File: src/rtl/issue_queue_pkg.sv
// Shared definitions for the issue stage: decode-word field layout, encodings and
// small field helpers used by the queue and its hazard checker.
package issue_queue_pkg;

    localparam int DEC_FIELD_W = 24;

    localparam int RS_LO     = 0;
    localparam int RT_LO     = 5;
    localparam int RD_LO     = 10;
    localparam int RS_V_BIT  = 15;
    localparam int RT_V_BIT  = 16;
    localparam int NPCOP_LO  = 17;
    localparam int DMWE_BIT  = 20;
    localparam int RFWE_BIT  = 21;
    localparam int RFWSRC_LO = 22;

    typedef enum logic [1:0] {
        RFW_FROM_ALU = 2'd0,
        RFW_FROM_MEM = 2'd1,
        RFW_FROM_PC  = 2'd2,
        RFW_FROM_HI  = 2'd3
    } rfw_src_e;

    localparam logic [2:0]  NPC_PC4    = 3'd0;
    localparam logic [31:0] PC_INITIAL = 32'hBFC0_0000;

    function automatic logic [4:0] dec_rd(input logic [DEC_FIELD_W-1:0] d);
        return d[RD_LO +: 5];
    endfunction

    function automatic logic dec_reads(input logic [DEC_FIELD_W-1:0] d, input logic [4:0] r);
        return (d[RS_V_BIT] && (d[RS_LO +: 5] == r)) || (d[RT_V_BIT] && (d[RT_LO +: 5] == r));
    endfunction

    function automatic logic dec_is_load(input logic [DEC_FIELD_W-1:0] d);
        return d[RFWE_BIT] && (rfw_src_e'(d[RFWSRC_LO +: 2]) == RFW_FROM_MEM);
    endfunction

    function automatic logic dec_is_mem(input logic [DEC_FIELD_W-1:0] d);
        return dec_is_load(d) || d[DMWE_BIT];
    endfunction

endpackage

File: src/rtl/issue_queue_hazard.sv
// Combinational issue check for the queue head (H) and the entry behind it (N).
// Lane-1 pairing rules are only built when ISSUE_DUAL_EN is defined.
module issue_hazard
    import issue_queue_pkg::*;
(
    input  logic                   h_v_i,
    input  logic [DEC_FIELD_W-1:0] h_dec_i,
    input  logic                   n_v_i,
    input  logic [DEC_FIELD_W-1:0] n_dec_i,
    input  logic                   ld_v0_i,
    input  logic [4:0]             ld_rd0_i,
    input  logic                   ld_v1_i,
    input  logic [4:0]             ld_rd1_i,
    output logic                   issue_h_o,
    output logic                   issue_n_o
);

    logic h_load_use;

    assign h_load_use = (ld_v0_i && dec_reads(h_dec_i, ld_rd0_i))
                     || (ld_v1_i && dec_reads(h_dec_i, ld_rd1_i));
    assign issue_h_o  = h_v_i && !h_load_use;

`ifdef ISSUE_DUAL_EN
    logic n_load_use;
    logic n_raw;
    logic n_waw;
    logic n_mem;
    logic h_seq;

    assign n_load_use = (ld_v0_i && dec_reads(n_dec_i, ld_rd0_i))
                     || (ld_v1_i && dec_reads(n_dec_i, ld_rd1_i));
    assign n_raw = h_dec_i[RFWE_BIT] && (dec_rd(h_dec_i) != 5'd0)
                && dec_reads(n_dec_i, dec_rd(h_dec_i));
    assign n_waw = h_dec_i[RFWE_BIT] && n_dec_i[RFWE_BIT] && (dec_rd(h_dec_i) == dec_rd(n_dec_i));
    // only one data-memory port is shared by both lanes
    assign n_mem = dec_is_mem(h_dec_i) && dec_is_mem(n_dec_i);
    assign h_seq = (h_dec_i[NPCOP_LO +: 3] == NPC_PC4);

    assign issue_n_o = issue_h_o && n_v_i && !n_load_use && !n_raw && !n_waw && !n_mem && h_seq;
`else
    logic unused_n;

    assign unused_n  = ^{n_v_i, n_dec_i, h_dec_i};
    assign issue_n_o = 1'b0;
`endif

endmodule

File: src/rtl/issue_queue.sv
// Issue stage: in-order circular queue of decoded instructions with registered lane outputs.
// Define ISSUE_DUAL_EN for dual issue; otherwise lane 1 is tied off.
module issue_queue
    import issue_queue_pkg::*;
#(
    parameter int DEPTH = 4,
    parameter int DEC_W = 68,
    parameter int PC_W  = 32
) (
    input  logic             clk,
    input  logic             rst,
    input  logic             flush,
    input  logic             stop,
    input  logic [1:0]       in_cnt,
    input  logic [PC_W-1:0]  in_pc0,
    input  logic [DEC_W-1:0] in_dec0,
    input  logic [PC_W-1:0]  in_pc1,
    input  logic [DEC_W-1:0] in_dec1,
    output logic             in_ready,
    output logic             iss_v0,
    output logic [PC_W-1:0]  iss_pc0,
    output logic [DEC_W-1:0] iss_dec0,
    output logic             iss_v1,
    output logic [PC_W-1:0]  iss_pc1,
    output logic [DEC_W-1:0] iss_dec1
);

    localparam int PTR_W = $clog2(DEPTH);
    localparam int CNT_W = PTR_W + 1;

    typedef logic [PTR_W-1:0] ptr_t;

    logic [PC_W-1:0]  pc_mem_q  [DEPTH];
    logic [DEC_W-1:0] dec_mem_q [DEPTH];
    ptr_t             head_q, head_d, tail_q, tail_d;
    logic [CNT_W-1:0] count_q, count_d;

    logic             iss_v0_q, iss_v0_d;
    logic [PC_W-1:0]  iss_pc0_q, iss_pc0_d;
    logic [DEC_W-1:0] iss_dec0_q, iss_dec0_d;

    logic [1:0]       enq_n, deq_n;
    logic             h_v, n_v;
    logic [PC_W-1:0]  h_pc;
    logic [DEC_W-1:0] h_dec;
    logic [DEC_FIELD_W-1:0] n_fields;
    logic             issue_h, issue_n;
    logic             ld_v0, ld_v1;
    logic [4:0]       ld_rd0, ld_rd1;

    // readiness looks only at the current count, so it never relies on this cycle's dequeue
    assign in_ready = (count_q <= CNT_W'(DEPTH - 2));
    assign enq_n    = !in_ready ? 2'd0 : (in_cnt[1] ? 2'd2 : {1'b0, in_cnt[0]});
    assign deq_n    = stop ? 2'd0 : ({1'b0, issue_h} + {1'b0, issue_n});

    assign h_v   = (count_q != '0);
    assign h_pc  = pc_mem_q[head_q];
    assign h_dec = dec_mem_q[head_q];

    assign ld_rd0 = dec_rd(iss_dec0_q[DEC_FIELD_W-1:0]);
    assign ld_v0  = iss_v0_q && dec_is_load(iss_dec0_q[DEC_FIELD_W-1:0]) && (ld_rd0 != 5'd0);

`ifdef ISSUE_DUAL_EN
    logic             iss_v1_q, iss_v1_d;
    logic [PC_W-1:0]  iss_pc1_q, iss_pc1_d;
    logic [DEC_W-1:0] iss_dec1_q, iss_dec1_d;
    ptr_t             next_p;

    assign next_p   = head_q + ptr_t'(1);
    assign n_v      = (count_q > CNT_W'(1));
    assign n_fields = dec_mem_q[next_p][DEC_FIELD_W-1:0];
    assign ld_rd1   = dec_rd(iss_dec1_q[DEC_FIELD_W-1:0]);
    assign ld_v1    = iss_v1_q && dec_is_load(iss_dec1_q[DEC_FIELD_W-1:0]) && (ld_rd1 != 5'd0);

    assign iss_v1   = iss_v1_q;
    assign iss_pc1  = iss_pc1_q;
    assign iss_dec1 = iss_dec1_q;
`else
    assign n_v      = 1'b0;
    assign n_fields = '0;
    assign ld_rd1   = 5'd0;
    assign ld_v1    = 1'b0;

    assign iss_v1   = 1'b0;
    assign iss_pc1  = '0;
    assign iss_dec1 = '0;
`endif

    issue_hazard u_hazard (
        .h_v_i     (h_v),
        .h_dec_i   (h_dec[DEC_FIELD_W-1:0]),
        .n_v_i     (n_v),
        .n_dec_i   (n_fields),
        .ld_v0_i   (ld_v0),
        .ld_rd0_i  (ld_rd0),
        .ld_v1_i   (ld_v1),
        .ld_rd1_i  (ld_rd1),
        .issue_h_o (issue_h),
        .issue_n_o (issue_n)
    );

    always_ff @(posedge clk) begin
        if (!rst && !flush) begin
            if (enq_n != 2'd0) begin
                pc_mem_q[tail_q]  <= in_pc0;
                dec_mem_q[tail_q] <= in_dec0;
            end
            if (enq_n == 2'd2) begin
                pc_mem_q[tail_q + ptr_t'(1)]  <= in_pc1;
                dec_mem_q[tail_q + ptr_t'(1)] <= in_dec1;
            end
        end
    end

    always_comb begin
        head_d  = head_q + ptr_t'(deq_n);
        tail_d  = tail_q + ptr_t'(enq_n);
        count_d = count_q + CNT_W'(enq_n) - CNT_W'(deq_n);
        if (flush) begin
            head_d  = '0;
            tail_d  = '0;
            count_d = '0;
        end
    end

    always_comb begin
        iss_v0_d   = iss_v0_q;
        iss_pc0_d  = iss_pc0_q;
        iss_dec0_d = iss_dec0_q;
`ifdef ISSUE_DUAL_EN
        iss_v1_d   = iss_v1_q;
        iss_pc1_d  = iss_pc1_q;
        iss_dec1_d = iss_dec1_q;
`endif
        if (flush) begin
            iss_v0_d = 1'b0;
`ifdef ISSUE_DUAL_EN
            iss_v1_d = 1'b0;
`endif
        end else if (!stop) begin
            iss_v0_d = issue_h;
            if (issue_h) begin
                iss_pc0_d  = h_pc;
                iss_dec0_d = h_dec;
            end
`ifdef ISSUE_DUAL_EN
            iss_v1_d = issue_n;
            if (issue_n) begin
                iss_pc1_d  = pc_mem_q[next_p];
                iss_dec1_d = dec_mem_q[next_p];
            end
`endif
        end
    end

    always_ff @(posedge clk) begin
        if (rst) begin
            head_q     <= '0;
            tail_q     <= '0;
            count_q    <= '0;
            iss_v0_q   <= 1'b0;
            iss_pc0_q  <= PC_W'(PC_INITIAL);
            iss_dec0_q <= '0;
`ifdef ISSUE_DUAL_EN
            iss_v1_q   <= 1'b0;
            iss_pc1_q  <= PC_W'(PC_INITIAL);
            iss_dec1_q <= '0;
`endif
        end else begin
            head_q     <= head_d;
            tail_q     <= tail_d;
            count_q    <= count_d;
            iss_v0_q   <= iss_v0_d;
            iss_pc0_q  <= iss_pc0_d;
            iss_dec0_q <= iss_dec0_d;
`ifdef ISSUE_DUAL_EN
            iss_v1_q   <= iss_v1_d;
            iss_pc1_q  <= iss_pc1_d;
            iss_dec1_q <= iss_dec1_d;
`endif
        end
    end

    assign iss_v0   = iss_v0_q;
    assign iss_pc0  = iss_pc0_q;
    assign iss_dec0 = iss_dec0_q;

endmodule

File: config.mk
export PLATFORM = sky130hd
export DESIGN_NAME = issue_queue
export DESIGN_NICKNAME = d
export VERILOG_FILES = /design/src/rtl/issue_queue_pkg.sv /design/src/rtl/issue_queue_hazard.sv /design/src/rtl/issue_queue.sv
export SDC_FILE = /design/constraint.sdc
export NUM_CORES = 1
export LEC_CHECK = 0
export ABC_AREA = 1
export CORE_UTILIZATION = 49
export CTS_CLUSTER_SIZE = 14
export DETAILED_ROUTE_END_ITERATION = 10
export PLACE_DENSITY = 0.77
export SLEW_MARGIN = 20
export SYNTH_ARGS = -nofsm -noshare
export SYNTH_HDL_FRONTEND = slang
export SYNTH_HIERARCHICAL = 1
export SYNTH_SLANG_ARGS = --single-unit
File: constraint.sdc
create_clock -name clk -period 10.15 [get_ports clk]
set_input_delay 1.5225 -clock clk [delete_from_list [all_inputs] [get_ports clk]]
set_output_delay 1.5225 -clock clk [all_outputs]
set_load 0.01 [all_outputs]
==> results of run 1 <==
layout by cell type, fill, tap and decap left out, types with 2 or more instances in the layout:
| master | n |
|---|---|
| ha_1 | 5 |
| xnor2_1 | 2 |
| clkbuf_1 | 13 |
| nor3_1 | 2 |
| nor2_4 | 2 |
| conb_1 | 119 |
| nand3_1 | 156 |
| inv_1 | 119 |
| nor2_8 | 4 |
| clkinv_2 | 11 |
| edfxtp_1 | 400 |
| o21ai_0 | 94 |
| diode_2 | 10 |
| a21oi_1 | 26 |
| clkinv_1 | 7 |
| nand2_1 | 1765 |
| o21ai_4 | 4 |
| nor2_1 | 297 |
| fa_1 | 2 |
| dfxtp_4 | 2 |
| clkbuf_8 | 12 |
| inv_6 | 2 |
| dfxtp_1 | 106 |
| clkbuf_16 | 55 |
| clkdlybuf4s50_1 | 306 |
| nand4_1 | 4 |
| buf_4 | 31 |
registers in the layout, indices dropped and copies added (netlist names):
register,flops
dec_mem_q,272
iss_pc0,32
iss_v0,1
head_q,2
count_q,3
tail_q,2
pc_mem_q,128
iss_dec0,68
final timing paths:
path | startpoint | to | slack [ps] | cells past startpoint
worst max-delay path | head_q[0]$_SDFF_PP0_ | iss_dec0[64]$_SDFFE_PP0P_ | 4880 | 20
worst min-delay path | iss_v0$_SDFFE_PP0N_ | iss_v0$_SDFFE_PP0N_ | 520 | 2
worst max register to register | head_q[0]$_SDFF_PP0_ | iss_dec0[64]$_SDFFE_PP0P_ | 4880 | 20
worst min register to register | iss_v0$_SDFFE_PP0N_ | iss_v0$_SDFFE_PP0N_ | 520 | 2
where the power goes:
part	leakage (uW)	switching [uW]	internal, uW
Combinational	0.00829	802	503
Clock	0.000837	805	1080
Sequential	0.00452	124	2460
area by class of cell:
type,count,area [um2],share of cell area
clock buffers,80,1590,0.05220
multi-input cells,2490,9967,0.3272
clock inverters,19,93.84,0.003080
diodes,10,25.02,0.0008215
inverters,121,459.2,0.01507
repair buffers,337,3296,0.1082
flip-flops and latches,508,14180,0.4655
well taps,680,850.8,0.02793
routing by layer:
| layer | share of wire | wire length, um |
|---|---|---|
| met1 | 0.41 | 30690 |
| met2 | 0.48 | 35530 |
| met3 | 0.088 | 6568 |
| met4 | 0.025 | 1901 |
| met5 | 0.00098 | 73 |
through the flow:
stage	setup slack, ps	power [uW]
after CTS	4840	5789
after detailed placement	4888	3923
after floorplan	414.4	3433
after global routing	4366	6040
after global placement	5056	3897
final	4877	5774
critical path, cell delays in order (launching register included):
cell and delay [ps]:
dfxtp_4 540, inv_6 690, buf_4 930, nand2_1 130
nand3_1 110, nand2_1 70, inv_1 100, nand2_1 60
nand2_1 60, nor2_1 40, nand3_1 90, nand2_1 60
nand2_1 50, nand2_1 40, nor2_1 120, nand2_1 130
nor2_4 630, buf_4 810, nand3_1 180, nand2_1 110
inv_1 50
==> qor.yml, run 1 <==
clocking:
  cts-root-buf: "clkbuf_16"
  ctsHoldBuffers: 0
  postCtsSetupRepairBufs: 0
  cts_resized: 0
  cts_tree: "built"
  ctsHtreeMaxLevel: 2
  cts_sinks: 508
  clkTransAtPathRegs_ps: 60
  clock_path_buffers: 3
  cts_buffers: 53
  clk_latency_ps: 600
cells_and_area:
  syn_to_final_growth_pct: 17.56
  layout-drive-gt1-share: 0.03572
  final_nets: 3724
  final_cells: 4245
  fin_area_um2: 30460
  fillers: 4486
  final_core_util: 0.5879
synth:
  netlist_instances: 3287
  synth.avg_cell_area_um2: 7.884
  yosys_warnings: 6
  netlist_area_um2: 25910
power:
  vdd_drop_max_uv: 152.8
  power.density_nw_per_um2: 189.6
  power_leakage_uw: 0.01365
global_routing:
  grt_pass1_vias: 20223
  grt_max_degree: 106
  track_usage: 0.2762
  top_usage_layer: "met2"
  gr-usage-met2: 0.4506
  grtUsageMet3: 0.04605
  antenna_found_initial: 15
  grt_overflow: 0
  grt_pass1_wl_um: 113800
  met1_usage: 0.3698
worst_setup_path:
  crit_fanout: 105
  end_kind: "register"
  start_kind: "register"
  setup.worst_path.class: "register to register"
  crit_arrival_ps: 5760
  required_ps: 10640
routing:
  wire_per_inst_um: 17.61
  viasPerCell: 5.175
  drc: 0
  first_iter_violations: 1977
  drt_wl_total_um: 74760
  ant_nets: 0
  num_vias: 21969
  dr.pass1.iters: 5
placed_design:
  finalWeightedCongestion: 0.8382
  port_buffers: 307
  dpl.hpwl_um: 40720
  placed_cells: 4136
  dpl-instance-area_um2: 28750
timing:
  hold_violations: 0
  rsz0062_at_grt: "false"
  tightest_slew_ps: 1148
  setup_violations: 0
  max_slew_margin: 0.2345
  fin_skew_ps: 13.56
  max_freq_mhz: 189.6
  hold_slack_ps: 521.0
  final.period_utilization: 0.5195
  drv_slew: 0
  fin_crit_ps: 5273
  setup_tns_ps: 0
floorplanning:
  die_h_um: 232.0
  core-area_um2: 51820
  io_pins: 409
  initial_core_util: 0.5001
  die_w_um: 232.0
  rows: 83
  die-area_um2: 53810
hold_path:
  worstHoldPathType: "register to register"
outcome:
  outcome: "complete, no violations"
run:
  drv_cap: 0
(Power assumes the default switching activity.)
==> run 2, diff against run 1 <==
==> constraint.sdc (replaced) <==
create_clock -name clk -period 4.2 [get_ports clk]
set_input_delay 0.63 -clock clk [delete_from_list [all_inputs] [get_ports clk]]
set_output_delay 0.63 -clock clk [all_outputs]
set_load 0.01 [all_outputs]
==> run 2 against run 1 <==
Against the previous run:
- routed wire length is 1.9% lower
- setup slack worse by 4200 ps
- critical path type unchanged
- highest routed layer unchanged
- non-clock buffer count is 10 higher
- sequential cell count stayed put
- count of clock-buffer cells in the layout stayed put
- power is 150% higher
- via count is 0.67% lower
==> qor.yml, run 2 (synthesis gave the netlist of run 1 again) <==
placed_design:
  dpl-instance-area_um2: 29020
  dpl.hpwl_um: 42880
  placed_cells: 4146
  port_buffers: 307
  finalWeightedCongestion: 0.8927
timing:
  drv_slew: 0
  setup_violations: 0
  max_slew_margin: 0.2702
  final.period_utilization: 0.8500
  max_freq_mhz: 280.1
  tightest_slew_ps: 1088
  hold_violations: 0
  fin_skew_ps: 14.65
  hold_slack_ps: 475.7
  rsz0062_at_grt: "false"
  fin_crit_ps: 3570
outcome:
  outcome: "complete, no violations"
clocking:
  cts_resized: 0
  clk_latency_ps: 600
  cts-root-buf: "clkbuf_16"
  clock_path_buffers: 3
  ctsHtreeMaxLevel: 2
  cts_sinks: 508
  cts_tree: "built"
  postCtsSetupRepairBufs: 0
  cts_buffers: 54
  clkTransAtPathRegs_ps: 60
  ctsHoldBuffers: 0
worst_setup_path:
  r2r-start: "head_q[0]$_SDFF_PP0_"
  end_kind: "register"
  crit_fanout: 23
  setup.worst_path.class: "register to register"
  required_ps: 4680
  reg2reg_slack_ps: 630
  crit_arrival_ps: 4050
  rr_worst_depth: 24
  r2r-end: "count_q[2]$_SDFF_PP0_"
  start_kind: "register"
floorplanning:
  core-area_um2: 51820
  io_pins: 409
  die-area_um2: 53810
  initial_core_util: 0.5001
  die_w_um: 232.0
  rows: 83
  die_h_um: 232.0
cells_and_area:
  layout-drive-gt1-share: 0.03981
  fin_area_um2: 30860
  largest_reg_flops: 272
  final_nets: 3735
  syn_to_final_growth_pct: 19.11
  mostFrequentLayoutCell: "nand2_1"
  top_register: "dec_mem_q"
  final_core_util: 0.5956
  final_cells: 4251
  final_cell_mix: "1765 x nand2_1, 400 x edfxtp_1, 306 x clkdlybuf4s50_1"
global_routing:
  grt_pass1_vias: 20937
  gr-usage-met2: 0.4491
  antenna_found_initial: 5
  grtUsageMet3: 0.04015
  grt_max_degree: 101
  grt_overflow: 0
  track_usage: 0.2726
  grt_pass1_wl_um: 114300
  met1_usage: 0.3544
  top_usage_layer: "met2"
hold_path:
  worstHoldPathType: "register to register"
  holdPathStages: 2
  hold_start: "iss_pc0[27]$_SDFFE_PP1P_"
  hold_end: "iss_pc0[27]$_SDFFE_PP1P_"
power:
  vdd_drop_max_uv: 322.8
  p_clk_frac: 0.342
  p_switching_uw: 4251
  power_frac_comb: 0.227
  intPower_uw: 10120
  power_frac_seq: 0.431
  power.density_nw_per_um2: 465.6
  p_sw_frac: 0.2958
  power_leakage_uw: 0.01383
  power.total_uw: 14370
routing:
  drt_wl_total_um: 73360
  viasPerCell: 5.133
  drc: 0
  num_vias: 21821
  ant_nets: 0
  dr.pass1.iters: 8
  first_iter_violations: 1937
  wire_per_inst_um: 17.26
run:
  drv_cap: 0
## run 2: cell count changes in the layout (fill, tap and decap cells not counted)
cell        delta
inv_1          -1
clkbuf_8       -3
bufinv_16      +4
clkbuf_16      +3
clkinv_1       -2
buf_4          -5
clkinv_2       -1
clkinvlp_4     +1
diode_2        -6
buf_12        +15
clkinv_4       +1
## run 2: area by class of cell
type / instances / area (um2)
Antenna cell: 4 / 10.01
Clock buffer: 80 / 1624
Clock inverter: 21 / 214.0
Fill cell: 4403 / 20960
Inverter: 121 / 459.2
Multi-Input combinational cell: 2490 / 9967
Sequential cell: 508 / 14180
Tap cell: 680 / 850.8
Timing Repair Buffer: 347 / 3558
## run 2: how the worst max path moves through the flow
stage	start	cells past startpoint	to
global placement	head_q[0]$_SDFF_PP0_	24	count_q[2]$_SDFF_PP0_
finish	head_q[0]$_SDFF_PP0_	24	count_q[2]$_SDFF_PP0_
detailed placement	head_q[0]$_SDFF_PP0_	24	count_q[2]$_SDFF_PP0_
global route	head_q[0]$_SDFF_PP0_	24	count_q[2]$_SDFF_PP0_
floorplan	rst	4	dec_mem_q[1][0]$_DFFE_PP_
CTS	head_q[0]$_SDFF_PP0_	24	count_q[2]$_SDFF_PP0_
## run 2: per-stage QoR
stage | setup slack (ps) | TNS [ps]
after floorplan | -105.5 | -42200
after global placement | 752.9 | 0
after detailed placement | 700.9 | 0
after CTS | 666.5 | 0
after global routing | 335.5 | 0
final | 630.1 | 0
## run 2: power by group through the flow
stage / clock (uW) / combinational (uW) / sequential [uW]
finish: 4920 / 3260 / 6190
global placement: 0 / 3170 / 6280
global route: 5150 / 3650 / 6230
floorplan: 0 / 1910 / 6340
detailed placement: 0 / 3230 / 6290
CTS: 4980 / 3250 / 6190
## run 2: metal layers
layer / vias up / part of all wire
li1: 10601 / -
met1: 9983 / 0.40
met2: 1051 / 0.48
met3: 184 / 0.083
met4: 2 / 0.038
met5: - / 0.00018
## run 2: worst max-delay path, cell delays in order (launching register included)
cell     delay, ps
dfxtp_4        520
buf_4          290
nand2_1         80
nand3_1         90
nand2_1         90
inv_1           90
inv_1           70
nand2_1         60
nand2_1         60
nor2_1          80
nand3_1         90
nand2_1         80
nand2_1         60
nand2_1         50
nor2_1          50
ha_1           290
inv_1           60
nor2_1          50
ha_1           270
inv_1           40
ha_1           190
fa_1           440
xnor2_1        190
and2_1         140
nor3_1          40
==> run 3, diff against run 2 <==
==> constraint.sdc (replaced) <==
create_clock -name clk -period 3.2 [get_ports clk]
set_input_delay 0.48 -clock clk [delete_from_list [all_inputs] [get_ports clk]]
set_output_delay 0.48 -clock clk [all_outputs]
set_load 0.01 [all_outputs]
==> run 3 against run 2 <==
Against the previous run:
- the run now ends with setup timing left
- register-to-register slack got worse by 660 ps
- non-clock buffer count increased by 45
- sequential power increased by 31%
- clock power increased by 28%
- global-route usage increased by 0.45 points
- fmax increased by 11%
- count of clock-buffer cells in the layout increased by 1
- sequential cell count unchanged
==> qor.yml, run 3 (synthesis gave the netlist of run 1 again) <==
outcome:
  outcome: "finished with violations"
  violations: "setup timing"
global_routing:
  grt_pass1_vias: 20895
  grt_pass1_wl_um: 115000
  track_usage: 0.2771
  antenna_found_initial: 11
  grt_max_degree: 101
  grt_overflow: 0
floorplanning:
  io_pins: 409
  die_w_um: 232.0
  rows: 83
  initial_core_util: 0.5001
  core-area_um2: 51820
  die-area_um2: 53810
  die_h_um: 232.0
timing:
  hold_slack_ps: 385.6
  hold_violations: 0
  max_slew_margin: 0.2756
  fin_skew_ps: 28.71
  rsz0062_at_grt: "true"
  tightest_slew_ps: 1087
  setup_tns_ps: -28.51
  drv_slew: 0
  final.period_utilization: 1.009
  setup_violations: 1
  max_freq_mhz: 309.7
  fin_crit_ps: 3229
  timing.final.ws_setup_ps: -28.51
cells_and_area:
  final_cell_mix: "1757 x nand2_1, 400 x edfxtp_1, 306 x clkdlybuf4s50_1"
  layout-drive-gt1-share: 0.05892
  largest_reg_flops: 272
  final_cells: 4302
  syn_to_final_growth_pct: 21.14
  top_register: "dec_mem_q"
  mostFrequentLayoutCell: "nand2_1"
  final_nets: 3781
hold_path:
  holdPathStages: 4
  hold_start: "rst"
  hold_end: "head_q[0]$_SDFF_PP0_"
  worstHoldPathType: "input pin to register"
worst_setup_path:
  crit_arrival_ps: 3760
  r2r-end: "count_q[2]$_SDFF_PP0_"
  path_buf_inv: 5
  cpMaxStageDelayCell: "dfxtp_4"
  r2r-start: "head_q[0]$_SDFF_PP0_"
  setup.worst_path.class: "register to register"
  reg2reg_slack_ps: -30
  critical-path-top-delay-family: "adder cells"
  required_ps: 3740
  worstPathCellList: "clkbuf_16 > buf_4 > nand2_1 > nand3_1 > nand2_2 > inv_2 > nor2_1 > nor2_1 > nand3_1 > nand2_1 > nand2_1 > nand2_1 > nor2_1 > ha_1 > inv_1 > nor2_1 > ha_1 > inv_1 > ha_2 > fa_2 > xnor2_2 > and2_1 > nor3_1"
  rr_worst_depth: 23
  critPathLaunch: "head_q[0]$_SDFF_PP0_"
  cpPeakStageDelay_ps: 480
  end_kind: "register"
  start_kind: "register"
  crit_fanout: 5
power:
  vdd_drop_max_uv: 412.9
  power.density_nw_per_um2: 605.5
  power_leakage_uw: 0.01406
placed_design:
  finalWeightedCongestion: 0.8606
  port_buffers: 307
  preCtsSetupSlack_ps: -61.78
  dpl.hpwl_um: 42790
  placed_cells: 4179
routing:
  drc: 0
  ant_nets: 0
  wire_per_inst_um: 17.55
  num_vias: 22150
  drt_wl_total_um: 75510
  viasPerCell: 5.149
  first_iter_violations: 1913
  dr.pass1.iters: 5
clocking:
  ctsHoldBuffers: 0
  ctsHtreeMaxLevel: 2
  clk_latency_ps: 620
  cts_buffers: 55
  cts_sinks: 508
  cts_tree: "built"
  clkTransAtPathRegs_ps: 60
  clock_path_buffers: 3
  cts-root-buf: "clkbuf_16"
run:
  drv_cap: 0
run 3: changes by cell type in the layout (fill, tap and decap cells not counted), moves of 3 or more:
| cell | before | now |
|---|---|---|
| inv_1 | 118 | 107 |
| nand2_2 | 0 | 8 |
| inv_2 | 0 | 12 |
| buf_4 | 26 | 57 |
| diode_2 | 4 | 7 |
| buf_12 | 15 | 26 |
| nand2_1 | 1765 | 1757 |
run 3: report_power, final:
part | switching (uW) | total [uW] | internal, uW
Sequential | 296 | 8100 | 7800
Clock | 2690 | 6320 | 3630
Combinational | 2720 | 4580 | 1860
Total | 5710 | 19000 | 13300
run 3: worst max path at each step:
stage | end | cells past startpoint
floorplan | dec_mem_q[1][0]$_DFFE_PP_ | 4
global route | count_q[2]$_SDFF_PP0_ | 24
detailed placement | count_q[2]$_SDFF_PP0_ | 24
finish | count_q[2]$_SDFF_PP0_ | 23
global placement | count_q[2]$_SDFF_PP0_ | 24
CTS | count_q[2]$_SDFF_PP0_ | 24
run 3: through the flow:
| stage | util | cell area, um2 | total power (uW) |
|---|---|---|---|
| 3_5_place_dp | 0.5674 | 29400 | 12660 |
| 4_1_cts | 0.6035 | 31270 | 19000 |
| 3_3_place_gp | 0.5674 | 29400 | 12570 |
| 2_1_floorplan | - | 26390 | 10830 |
| 6_report | 0.6058 | 31390 | 19010 |
| 5_1_grt | 0.6058 | 31390 | 19880 |
run 3: worst min-delay path, stage by stage:
cell and delay [ps]:
buf_4 130, nor2_4 70, inv_1 230, nor2_1 60
run 3: cell type report:
class | instances | area (um2)
flip-flops and latches | 508 | 14180
fillers | 4349 | 20430
clock inverters | 23 | 202.7
clock buffers | 81 | 1595
inverters | 121 | 466.7
well taps | 680 | 850.8
diodes | 7 | 17.52
repair buffers | 392 | 4073
multi-input cells | 2490 | 10000
run 3: per-layer routing:
| layer | routed length (um) | share of wire | track usage | vias to the layer above |
|---|---|---|---|---|
| li1 | - | - | - | 10699 |
| met4 | 2846 | 0.038 | 0.1271 | 6 |
| met3 | 6441 | 0.085 | 0.03671 | 203 |
| met5 | 29 | 0.00038 | 0 | - |
| met1 | 29910 | 0.40 | 0.3534 | 10168 |
| met2 | 36290 | 0.48 | 0.4678 | 1074 |
run 3: repair_timing:
action,4_1_cts,5_1_grt
setup buffers,7,3
resized for setup,6,20
endpoints found under the setup margin,1,2
pin swaps,1,8
cloned,0,2
